<file path="src/rtl/trap_sequencer_pkg.sv">
// Shared types and default handler vectors for the trap sequencer.
package trap_sequencer_pkg;

  typedef enum logic [2:0] {
    ST_IDLE,
    ST_DRAIN,
    ST_ENTER,
    ST_HANDLER,
    ST_RETURN
  } state_t;

  typedef enum logic [2:0] {
    CAUSE_NONE  = 3'd0,
    CAUSE_SPART = 3'd1,
    CAUSE_IPC   = 3'd2,
    CAUSE_IMEM  = 3'd3,
    CAUSE_BADI  = 3'd4
  } cause_t;

  // Bit positions in the pending vector; higher bit wins arbitration.
  localparam int PEND_SPART = 3;
  localparam int PEND_IPC   = 2;
  localparam int PEND_IMEM  = 1;
  localparam int PEND_BADI  = 0;

  localparam logic [15:0] DEF_SPART_VEC = 16'h0030;
  localparam logic [15:0] DEF_IPC_VEC   = 16'h0000;
  localparam logic [15:0] DEF_IMEM_VEC  = 16'h0100;
  localparam logic [15:0] DEF_BADI_VEC  = 16'h0060;

endpackage

</file>
<file path="src/rtl/trap_sequencer_prio_enc.sv">
// Fixed-priority pick of one pending trap: one-hot winner plus its cause code.
module trap_prio_enc
  import trap_sequencer_pkg::*;
(
  input  logic [3:0] pending,
  output logic [3:0] winner,
  output cause_t     code
);

  always_comb begin
    winner = 4'b0000;
    code   = CAUSE_NONE;
    if (pending[PEND_SPART]) begin
      winner[PEND_SPART] = 1'b1;
      code               = CAUSE_SPART;
    end else if (pending[PEND_IPC]) begin
      winner[PEND_IPC] = 1'b1;
      code             = CAUSE_IPC;
    end else if (pending[PEND_IMEM]) begin
      winner[PEND_IMEM] = 1'b1;
      code              = CAUSE_IMEM;
    end else if (pending[PEND_BADI]) begin
      winner[PEND_BADI] = 1'b1;
      code              = CAUSE_BADI;
    end
  end

endmodule

</file>
<file path="src/rtl/trap_sequencer.sv">
// Trap entry/return sequencer: latches causes, drains the pipe, redirects fetch to
// the handler vector, and on eret redirects back to the saved PC dropping privilege.
//
// state   | meaning
// IDLE    | no trap in service; take highest pending cause
// DRAIN   | waiting for pipe_idle or the drain timeout
// ENTER   | one-cycle redirect to the handler vector
// HANDLER | handler running; new causes only accumulate
// RETURN  | one-cycle redirect to epc with privilege drop
module trap_sequencer
  import trap_sequencer_pkg::*;
#(
  parameter logic [15:0] SPART_VEC = DEF_SPART_VEC,
  parameter logic [15:0] IPC_VEC   = DEF_IPC_VEC,
  parameter logic [15:0] IMEM_VEC  = DEF_IMEM_VEC,
  parameter logic [15:0] BADI_VEC  = DEF_BADI_VEC,
  parameter int          DRAIN_MAX = 8
) (
  input  logic        clk,
  input  logic        rst,
  input  logic        bad_instr,
  input  logic        illegal_pc,
  input  logic        illegal_mem,
  input  logic        spart_rcv,
  input  logic [1:0]  mode,
  input  logic [15:0] cur_pc,
  input  logic        pipe_idle,
  input  logic        eret,
  output logic        redirect,
  output logic [15:0] redirect_pc,
  output logic [1:0]  mode_set,
  output logic [15:0] epc,
  output logic [2:0]  cause,
  output logic        drain_tmo
);

  localparam int CW = (DRAIN_MAX > 1) ? $clog2(DRAIN_MAX) : 1;
  localparam logic [CW-1:0] CNT_LAST = CW'(DRAIN_MAX - 1);

  state_t        state;
  cause_t        cause_q;
  cause_t        win_code;
  logic [CW-1:0] cnt;
  logic [3:0]    pending;
  logic [3:0]    set_bits;
  logic [3:0]    winner;
  logic [3:0]    take;
  logic [15:0]   vec_sel;
  logic          unused_mode;

  // Receive interrupts are masked while privileged.
  assign set_bits    = {spart_rcv & ~mode[1], illegal_pc, illegal_mem, bad_instr};
  assign take        = (state == ST_IDLE) ? winner : 4'b0000;
  assign cause       = cause_q;
  assign unused_mode = mode[0];

  trap_prio_enc u_prio (
    .pending (pending),
    .winner  (winner),
    .code    (win_code)
  );

  always_comb begin
    vec_sel = 16'h0000;
    case (cause_q)
      CAUSE_SPART: vec_sel = SPART_VEC;
      CAUSE_IPC:   vec_sel = IPC_VEC;
      CAUSE_IMEM:  vec_sel = IMEM_VEC;
      CAUSE_BADI:  vec_sel = BADI_VEC;
      default:     vec_sel = 16'h0000;
    endcase
  end

  always_ff @(posedge clk or posedge rst) begin
    if (rst) begin
      state       <= ST_IDLE;
      pending     <= 4'b0000;
      cnt         <= '0;
      cause_q     <= CAUSE_NONE;
      epc         <= 16'h0000;
      redirect    <= 1'b0;
      redirect_pc <= 16'h0000;
      mode_set    <= 2'b00;
      drain_tmo   <= 1'b0;
    end else begin
      redirect    <= 1'b0;
      redirect_pc <= 16'h0000;
      mode_set    <= 2'b00;
      // A cause re-asserted in the cycle it is taken stays pending.
      pending     <= (pending & ~take) | set_bits;
      case (state)
        ST_IDLE: begin
          if (|pending) begin
            epc     <= cur_pc;
            cause_q <= win_code;
            cnt     <= '0;
            state   <= ST_DRAIN;
          end
        end
        ST_DRAIN: begin
          if (pipe_idle || cnt == CNT_LAST) begin
            if (!pipe_idle) drain_tmo <= 1'b1;
            redirect    <= 1'b1;
            redirect_pc <= vec_sel;
            state       <= ST_ENTER;
          end else begin
            cnt <= cnt + CW'(1);
          end
        end
        ST_ENTER: state <= ST_HANDLER;
        ST_HANDLER: begin
          if (eret) begin
            redirect    <= 1'b1;
            redirect_pc <= epc;
            mode_set    <= 2'b11;
            state       <= ST_RETURN;
          end
        end
        ST_RETURN: begin
          cause_q <= CAUSE_NONE;
          state   <= ST_IDLE;
        end
        default: state <= ST_IDLE;
      endcase
    end
  end

endmodule

</file>
<file path="config.mk">
export PLATFORM = sky130hd
export DESIGN_NAME = trap_sequencer
export DESIGN_NICKNAME = d
export VERILOG_FILES = /design/src/rtl/trap_sequencer_pkg.sv /design/src/rtl/trap_sequencer_prio_enc.sv /design/src/rtl/trap_sequencer.sv
export SDC_FILE = /design/constraint.sdc
export NUM_CORES = 1
export LEC_CHECK = 0
export BUFFER_PORTS_ARGS = -buffer_cell sky130_fd_sc_hd__buf_4
export CAP_MARGIN = 20
export CORE_UTILIZATION = 37
export DETAILED_ROUTE_END_ITERATION = 8
export PLACE_DENSITY = 0.71
export SYNTH_ARGS = -nofsm -noshare
export SYNTH_HDL_FRONTEND = slang
export SYNTH_HIERARCHICAL = 1
export SYNTH_SLANG_ARGS = --single-unit
</file>
<file path="constraint.sdc">
create_clock -name clk -period 5.1 [get_ports clk]
set_clock_uncertainty 0.2 [all_clocks]
set_input_delay 1.02 -clock clk [delete_from_list [all_inputs] [get_ports clk]]
set_output_delay 1.02 -clock clk [all_outputs]
set_load 0.02 [all_outputs]
</file>
==> flow_metrics.env, run 1 <==
export IMPL_place_congestion=0.7331
export IMPL_cts_resized=0
export IMPL_die_h_um=75.65
export IMPL_synthFlopType="dfrtp_1"
export IMPL_synthTopCellsByArea="dfrtp_1, mux2_4, and2_1"
export IMPL_cts_setup_buffers=0
export IMPL_ant_nets=0
export IMPL_vias=1283
export IMPL_irDropWorstVdd_mv=0.2849
export IMPL_boundaryPins=65
export IMPL_antenna_found_initial=0
export IMPL_seq_area_frac_synth_pct=59.85
export IMPL_syn_area_um2=2007
export IMPL_async_reset_ff_share_pct=100.0
export IMPL_grt_pass1_wl_mm=5.747
export IMPL_holdWs_ps=299.4
export IMPL_clkSlewWorstSetupHoldPaths_ps=90
export IMPL_cts_buffer_depth=2
export IMPL_ys_warn_count=6
export IMPL_antenna_cells=0
export IMPL_synthTopCellsByCount="dfrtp_1, and2_1, mux2_4, nor2_1, inv_1"
export IMPL_setup_viol=0
export IMPL_cp_end_kind="primary output"
export IMPL_cp_max_fo=5
export IMPL_min_delay_path_depth=2
export IMPL_worstPathArrival_ps=930
export IMPL_holdPathEnd="drain_tmo"
export IMPL_syn_area_per_cell_um2=13.65
export IMPL_ff2ff_path_depth=3
export IMPL_seqCellArea_um2=1201
export IMPL_yosysMostFrequentCell="dfrtp_1"
export IMPL_drive_above_1_share_pct=45.24
export IMPL_finalNonFillerCells=280
export IMPL_critPathSlowestCell="dfrtp_1"
export IMPL_die_area_um2=5723
export IMPL_coreArea_um2=5172
export IMPL_grt_total_usage_pct=14.08
export IMPL_ys_ff_latch=48
export IMPL_wl_per_cell_um=13.26
export IMPL_num_rows=26
export IMPL_drt_initial_drc_count=106
export IMPL_firstDrtPassIters=4
export IMPL_cts_tree="built"
export IMPL_crit_buf_inv=1
export IMPL_path_delay_family="flip-flops"
export IMPL_path_cells="buf_4"
export IMPL_slew_violations=0
export IMPL_post_route_period_util_pct=42.12
export IMPL_cp_data_required_time_ps=3880
export IMPL_area_delta_synth_final_pct=28.87
export IMPL_min_from="drain_tmo"
export IMPL_hold_path_class="flip-flop to flip-flop"
export IMPL_synth_edf_count=0
export IMPL_p_leak_nw=1.288
export IMPL_cts_max_level=2
export IMPL_postCtsHoldBufs=0
export IMPL_vias_per_cell=4.582
export IMPL_wl_mm=3.714
export IMPL_drc=0
export IMPL_fin_nets=237
export IMPL_grt_max_degree=49
export IMPL_cts_root_buf="clkbuf_8"
export IMPL_rsz0062_at_grt="false"
export IMPL_fmax_ghz=0.4655
export IMPL_final_util_pct=50.00
export IMPL_r2r_end="epc[2]"
export IMPL_syn_inst=147
export IMPL_numCtsBuffers=5
export IMPL_grt_pass1_vias=1195
export IMPL_drv_cap=0
export IMPL_fp_dieW_um=75.65
export IMPL_reg2reg_slack_ps=3110
export IMPL_r2r_start="pending[2]"
export IMPL_synth_top_cell_by_area="dfrtp_1"
export IMPL_tightest_slew_ps=953.4
export IMPL_p_per_area_nw_per_um2=591.8
export IMPL_synth_cell_type_count=39
export IMPL_cts_sinks=48
export IMPL_placed_cells=272
export IMPL_slew_headroom_pct=36.35
export IMPL_hold_viol_final=0
export IMPL_multi_input_area_um2=710.7
export IMPL_startpoint_type="flip-flop"
export IMPL_clock_latency_ps=300
export IMPL_yosysTopAreaCellShare_pct=59.85
export IMPL_dp_hpwl_mm=2.675
export IMPL_fillerInstances=478
export IMPL_gr_total_overflow=0
export IMPL_min_period_ps=2148
export IMPL_crit_path_max_incr_delay_ps=450
export IMPL_port_buffers=63
export IMPL_start_util_pct=38.80
export IMPL_status="finished, final reports clean"
export IMPL_fin_setup_tns_ps=0
export IMPL_critical_path_class="flip-flop to primary output"
export IMPL_syn_nets=175
[cells in the final DEF, fill, tap and decap left out, types with 2 or more instances in the layout]
| cell type | instances |
|---|---|
| a21o_1 | 4 |
| a22o_1 | 5 |
| a32o_1 | 3 |
| and2_1 | 13 |
| buf_4 | 63 |
| clkbuf_8 | 5 |
| clkinv_2 | 2 |
| dfrtp_1 | 48 |
| ha_1 | 2 |
| inv_1 | 5 |
| inv_2 | 2 |
| mux2_1 | 2 |
| mux2_2 | 5 |
| mux2_4 | 10 |
| nand2_1 | 5 |
| nand2b_1 | 2 |
| nor2_1 | 8 |
| nor3b_1 | 2 |
| nor4_1 | 2 |
| o21ai_0 | 3 |
[kinds of logic after synthesis]
family | count (synthesis) | share of synthesized area, %
compound gates | 22 | 8.853
mux | 17 | 11.41
simple gates | 42 | 13.47
xor+xnor | 1 | 0.4365
buf+inv | 15 | 4.738
flops | 48 | 59.85
fa+ha+maj | 2 | 1.247
[worst max path at each step]
stage	start	end	cells after the start
floorplan	rst	cause[0]	1
global placement	eret	redirect_pc[4]	4
detailed placement	eret	redirect_pc[4]	4
CTS	cause[2]	cause[2]	1
global route	cause[2]	cause[2]	1
finish	cause[2]	cause[2]	1
[flip-flops by register name, indices dropped and copies added, names as in the netlist]
name	cells
redirect_pc	16
cause	3
drain_tmo	1
cnt	3
pending	4
redirect	1
mode_set	1
state	3
epc	16
[routing by layer]
layer / vias to the layer above / part of all wire (%) / GRT usage [%]
li1: 635 / - / -
met1: 611 / 44 / 18.10
met2: 33 / 49 / 21.73
met3: 4 / 4.8 / 4.365
met4: 0 / 2.1 / 6.790
met5: - / 0 / 0
[cell type report]
class | instances | share of cell area, %
flip-flops and latches | 48 | 46.44
clock inverters | 3 | 0.7257
inverters | 7 | 1.016
multi-input cells | 84 | 27.48
well taps | 70 | 3.387
repair buffers | 63 | 18.29
clock buffers | 5 | 2.661
[through the flow]
stage          setup WS [ps]  power [W]  cell area, um2
2_1_floorplan           2736   0.001091            2007
3_3_place_gp            2854   0.001306            2499
3_5_place_dp            2835   0.001328            2499
4_1_cts                 2935   0.001555            2586
5_1_grt                 2895   0.001641            2586
6_report                2952   0.001531            2586
[where the power goes]
part           switching, W  internal (W)
combinational      0.000334      0.000341
clock              0.000126     0.0000957
sequential         0.000116      0.000518
Note: power is estimated with default switching activity, not from simulation.
==> run 2: changes to the inputs <==
Settings changed: ABC_AREA from default to 1, PLACE_DENSITY 0.71 to 0.73.
Clock period 5.1 ns to 1.9 ns, I/O delays scaled along.
==> flow_metrics.env, run 2 <==
export IMPL_status="finished, final reports clean"
export IMPL_path_cells="ha_1 -> ha_1 -> nor2_1 -> inv_1 -> nor2_2 -> nand2_1 -> nand2_1"
export IMPL_fmax_ghz=0.5926
export IMPL_seq_area_frac_synth_pct=58.86
export IMPL_final_common_cell="nand2_1"
export IMPL_critical_path_class="flip-flop to flip-flop"
export IMPL_ant_nets=0
export IMPL_firstDrtPassIters=4
export IMPL_min_period_ps=1688
export IMPL_cp_max_fo=4
export IMPL_seqCellArea_um2=1201
export IMPL_cts_buffer_depth=2
export IMPL_finalNonFillerCells=358
export IMPL_vias=1637
export IMPL_placed_cells=349
export IMPL_cp_end_kind="flip-flop"
export IMPL_grt_pass1_wl_mm=7.148
export IMPL_antenna_found_initial=0
export IMPL_slew_headroom_pct=70.76
export IMPL_drive_above_1_share_pct=30.56
export IMPL_start_util_pct=39.21
export IMPL_dp_slack_ps=193.7
export IMPL_vias_per_cell=4.573
export IMPL_crit_path_max_incr_delay_ps=400
export IMPL_irDropWorstVdd_mv=0.4997
export IMPL_area_delta_synth_final_pct=30.72
export IMPL_drt_initial_drc_count=61
export IMPL_tightest_slew_ps=437.5
export IMPL_die_h_um=76.27
export IMPL_setup_slack_ps=212.4
export IMPL_cts_setup_buffers=0
export IMPL_syn_area_um2=2041
export IMPL_rsz0062_at_grt="false"
export IMPL_clock_latency_ps=290
export IMPL_r2r_start="cnt[0]"
export IMPL_grt_total_usage_pct=15.78
export IMPL_cts_tree="built"
export IMPL_die_area_um2=5816
export IMPL_ys_warn_count=6
export IMPL_num_rows=26
export IMPL_critPathSlowestCell="dfrtp_1"
export IMPL_antenna_cells=0
export IMPL_slew_violations=0
export IMPL_boundaryPins=65
export IMPL_cp_startpoint="cnt[0]"
export IMPL_grt_pass1_vias=1593
export IMPL_synthTopCellsByArea="dfrtp_1, nand2_1, nand3_1"
export IMPL_ys_ff_latch=48
export IMPL_cts_max_level=2
export IMPL_final_cell_mix="nand2_1, buf_4, dfrtp_1, nand3_1, nor2_1"
export IMPL_min_from="mode[1]"
export IMPL_grt_max_degree=31
export IMPL_p_leak_nw=1.450
export IMPL_cts_root_buf="clkbuf_8"
export IMPL_numCtsBuffers=5
export IMPL_drc=0
export IMPL_gr_total_overflow=0
export IMPL_wl_mm=4.315
export IMPL_synthTopCellsByCount="nand2_1, dfrtp_1, nand3_1, nor2_1, inv_1"
export IMPL_fillerInstances=520
export IMPL_synth_edf_count=0
export IMPL_yosysMostFrequentCell="nand2_1"
export IMPL_syn_inst=225
export IMPL_fin_nets=315
export IMPL_clkSlewWorstSetupHoldPaths_ps=80
export IMPL_synth_cell_type_count=26
export IMPL_place_congestion=0.8222
export IMPL_path_delay_family="simple AND/OR/NAND/NOR gates"
export IMPL_multi_input_area_um2=694.4
export IMPL_wl_per_cell_um=12.05
export IMPL_port_buffers=63
export IMPL_post_route_period_util_pct=88.82
export IMPL_final_util_pct=51.25
export IMPL_yosysTopAreaCellShare_pct=58.86
export IMPL_synthFlopType="dfrtp_1"
export IMPL_fp_dieW_um=76.27
export IMPL_async_reset_ff_share_pct=100.0
export IMPL_cp_data_required_time_ps=1930
export IMPL_syn_area_per_cell_um2=9.070
export IMPL_dp_hpwl_mm=2.991
export IMPL_synth_top_cell_by_area="dfrtp_1"
export IMPL_drv_cap=0
export IMPL_startpoint_type="flip-flop"
export IMPL_reg_top3="epc: 16 flops, redirect_pc: 16 flops, pending: 4 flops"
export IMPL_fin_setup_tns_ps=0
export IMPL_hold_path_class="input pin to flip-flop"
export IMPL_crit_buf_inv=1
export IMPL_hold_viol_final=0
export IMPL_setup_viol=0
export IMPL_worstPathArrival_ps=1720
export IMPL_p_per_area_nw_per_um2=1521
export IMPL_coreArea_um2=5205
export IMPL_cts_sinks=48
export IMPL_syn_nets=253
[run 2: metrics by stage]
| stage | instance area, um2 | hold WS [ps] | total power (W) |
|---|---|---|---|
| after CTS | 2665 | 30.87 | 0.004095 |
| after global routing | 2668 | 25.66 | 0.004353 |
| after floorplan | 2041 | 260.6 | 0.002803 |
| final | 2668 | 41.09 | 0.004057 |
| after global placement | 2547 | 202.1 | 0.003334 |
| after detailed placement | 2547 | 209.5 | 0.003374 |
[run 2: path summary, 6_finish.rpt]
kind                                   endpoint  slack, ps  cells past startpoint
worst max-delay path                     cnt[2]        210                      7
worst min-delay path                 pending[3]         40                      2
worst max register to register           cnt[2]        210                      7
worst min register to register        drain_tmo        300                      1
max in group asynchronous                epc[4]        570                      4
min in group asynchronous       redirect_pc[15]        440                      3
[run 2: layout make-up]
cell class,instances,area share (%)
clock inverter,2,1.313
sequential,48,45.03
clock buffer,6,2.720
multi-input combinational,149,26.03
inverter,17,2.486
tap,70,3.283
timing repair buffer,66,19.14
[run 2: repair_timing]
action,CTS,global route
endpoints found under the hold margin,18,0
gates resized for setup,0,1
hold buffers,1,0
setup endpoints to repair,0,3
[run 2: power breakdown]
| part | internal (W) | switching (W) | leakage, nW |
|---|---|---|---|
| sequential | 0.00135 | 0.000271 | 0.612 |
| clock | 0.000391 | 0.000319 | 0.0552 |
| combinational | 0.000657 | 0.00107 | 0.783 |
[run 2: cells by family after synthesis]
| logic type | synth area share, % |
|---|---|
| adder cells (fa/ha/maj) | 1.226 |
| flip-flops | 58.86 |
| buffers and inverters | 7.235 |
| AO/OA/AOI/OAI | 3.004 |
| AND/OR/NAND/NOR | 29.68 |
[run 2: layer usage]
metal	GRT usage [%]	vias to the layer above	part of all wire (%)
met5	0	-	0
met4	7.500	0	1.8
met3	4.072	6	5.9
met2	26.49	58	50
met1	18.87	749	42
li1	-	824	-
==> run 3: changes to the inputs <==
Settings changed: CORE_ASPECT_RATIO from default to 1.75.
==> flow_metrics.env, run 3 (synthesis gave the netlist of run 2 again) <==
export IMPL_clkSlewWorstSetupHoldPaths_ps=90
export IMPL_clkPwrFrac_pct=18.3
export IMPL_area_delta_synth_final_pct=31.51
export IMPL_holdWs_ps=25.38
export IMPL_worstPathArrival_ps=1710
export IMPL_cp_startpoint="cnt[0]"
export IMPL_wl_mm=4.199
export IMPL_hold_viol_final=0
export IMPL_fp_dieW_um=58.14
export IMPL_rsz0062_at_grt="false"
export IMPL_r2r_start="cnt[0]"
export IMPL_critPathSlowestCell="dfrtp_1"
export IMPL_p_seq_share_pct=39.7
export IMPL_drt_initial_drc_count=34
export IMPL_wl_per_cell_um=11.60
export IMPL_setup_slack_ps=227.0
export IMPL_slew_headroom_pct=83.35
export IMPL_drv_cap=0
export IMPL_power_internal_w=0.002407
export IMPL_drc=0
export IMPL_fmax_ghz=0.5977
export IMPL_slew_violations=0
export IMPL_antenna_cells=0
export IMPL_startpoint_type="flip-flop"
export IMPL_cts_buffer_depth=2
export IMPL_numCtsBuffers=5
export IMPL_status="finished, final reports clean"
export IMPL_die_area_um2=5828
export IMPL_grt_pass1_vias=1513
export IMPL_grt_pass1_wl_mm=6.858
export IMPL_fin_nets=315
export IMPL_cp_end_kind="flip-flop"
export IMPL_p_sw_share_pct=41.54
export IMPL_place_congestion=0.8524
export IMPL_antenna_found_initial=0
export IMPL_irDropWorstVdd_mv=0.5285
export IMPL_cp_data_required_time_ps=1940
export IMPL_vias=1632
export IMPL_grt_max_degree=49
export IMPL_p_per_area_nw_per_um2=1534
export IMPL_path_cells="ha_1 -> ha_1 -> nor2_2 -> inv_1 -> nor2_2 -> nor2_1 -> o21ai_1"
export IMPL_ff2ff_path_depth=7
export IMPL_r2r_end="state[0]"
export IMPL_power_frac_comb_pct=42.1
export IMPL_cts_setup_buffers=0
export IMPL_clock_latency_ps=310
export IMPL_grt_total_usage_pct=15.68
export IMPL_setup_viol=0
export IMPL_port_buffers=63
export IMPL_min_period_ps=1673
export IMPL_reg2reg_slack_ps=230
export IMPL_dp_slack_ps=148.9
export IMPL_fillerInstances=522
export IMPL_start_util_pct=38.51
export IMPL_multi_input_area_um2=696.9
export IMPL_num_rows=35
export IMPL_cts_tree="built"
export IMPL_vias_per_cell=4.508
export IMPL_cts_max_level=2
export IMPL_coreArea_um2=5299
export IMPL_crit_end="state[0]"
export IMPL_die_h_um=100.2
export IMPL_fin_setup_tns_ps=0
export IMPL_cts_root_buf="clkbuf_8"
export IMPL_cp_max_fo=4
export IMPL_ant_nets=0
export IMPL_p_switching_w=0.001710
export IMPL_post_route_period_util_pct=88.05
export IMPL_tightest_slew_ps=249.7
export IMPL_final_cell_mix="nand2_1, buf_4, dfrtp_1, nand3_1, nor2_1"
export IMPL_seqCellArea_um2=1201
export IMPL_crit_path_max_incr_delay_ps=410
export IMPL_boundaryPins=65
export IMPL_hold_path_class="input pin to flip-flop"
export IMPL_dp_hpwl_mm=3.075
export IMPL_critical_path_class="flip-flop to flip-flop"
export IMPL_cts_sinks=48
export IMPL_firstDrtPassIters=4
export IMPL_drive_above_1_share_pct=31.25
export IMPL_p_leak_nw=1.453
export IMPL_final_common_cell="nand2_1"
export IMPL_reg_top3="epc: 16 flops, redirect_pc: 16 flops, pending: 4 flops"
export IMPL_gr_total_overflow=0
## run 3: worst min-delay path by stage
stage | slack [ps] | startpoint | depth (start not counted) | to
global route | 20 | mode[1] | 2 | pending[3]
CTS | 20 | mode[1] | 2 | pending[3]
global placement | 240 | rst | 3 | redirect_pc[7]
detailed placement | 240 | rst | 3 | redirect_pc[7]
floorplan | 260 | mode[1] | 1 | pending[3]
finish | 30 | mode[1] | 2 | pending[3]
## run 3: per-stage QoR
| step | util (%) | power [W] | area, um2 | cells |
|---|---|---|---|---|
| after detailed placement | 48.17 | 0.003387 | 2552 | 353 |
| final | 50.65 | 0.004117 | 2684 | 362 |
| after CTS | 50.55 | 0.004140 | 2679 | 362 |
| after global placement | 48.17 | 0.003345 | 2552 | 353 |
| after global routing | 50.65 | 0.004400 | 2684 | 362 |
| after floorplan | - | 0.002803 | 2041 | 225 |
## run 3: layer usage
metal  share of wire (%)  routed length [um]  global-route usage (%)  up-vias
li1                    -                   -                       -      821
met1                  39                1638                   17.12      765
met2                  54                2286                   27.67       39
met3                 4.0                 166                   3.093        7
met4                 2.5                 107                   8.608        0
met5                   0                   0                       0        -
## run 3: power by group through the flow
| stage | sequential (W) | clock [W] | combinational (W) |
|---|---|---|---|
| finish | 0.00163 | 0.000753 | 0.00173 |
| global route | 0.00168 | 0.000806 | 0.00192 |
| CTS | 0.00163 | 0.000766 | 0.00174 |
| detailed placement | 0.00165 | 0 | 0.00174 |
| global placement | 0.00164 | 0 | 0.00170 |
| floorplan | 0.00192 | 0 | 0.000883 |
## run 3: layout make-up
cell class | instances | area share, %
sequential | 48 | 44.76
multi-input combinational | 149 | 25.97
timing repair buffer | 66 | 19.02
tap | 74 | 3.450
clock buffer | 5 | 2.564
inverter | 17 | 2.471
clock inverter | 3 | 1.772
## run 3: critical path, delay by kind of cell, from the launching register on
kind / cells / cell delay (ps)
compound gates: 1 / 80
simple gates: 3 / 390
fa+ha+maj: 2 / 410
buf+inv: 1 / 110
flops: 1 / 410
## run 3: timing repair
action                     4_1_cts  5_1_grt
gates resized for setup          0        2
hold endpoints to repair        48        0
hold buffers                     1        0
setup endpoints to repair        0        3
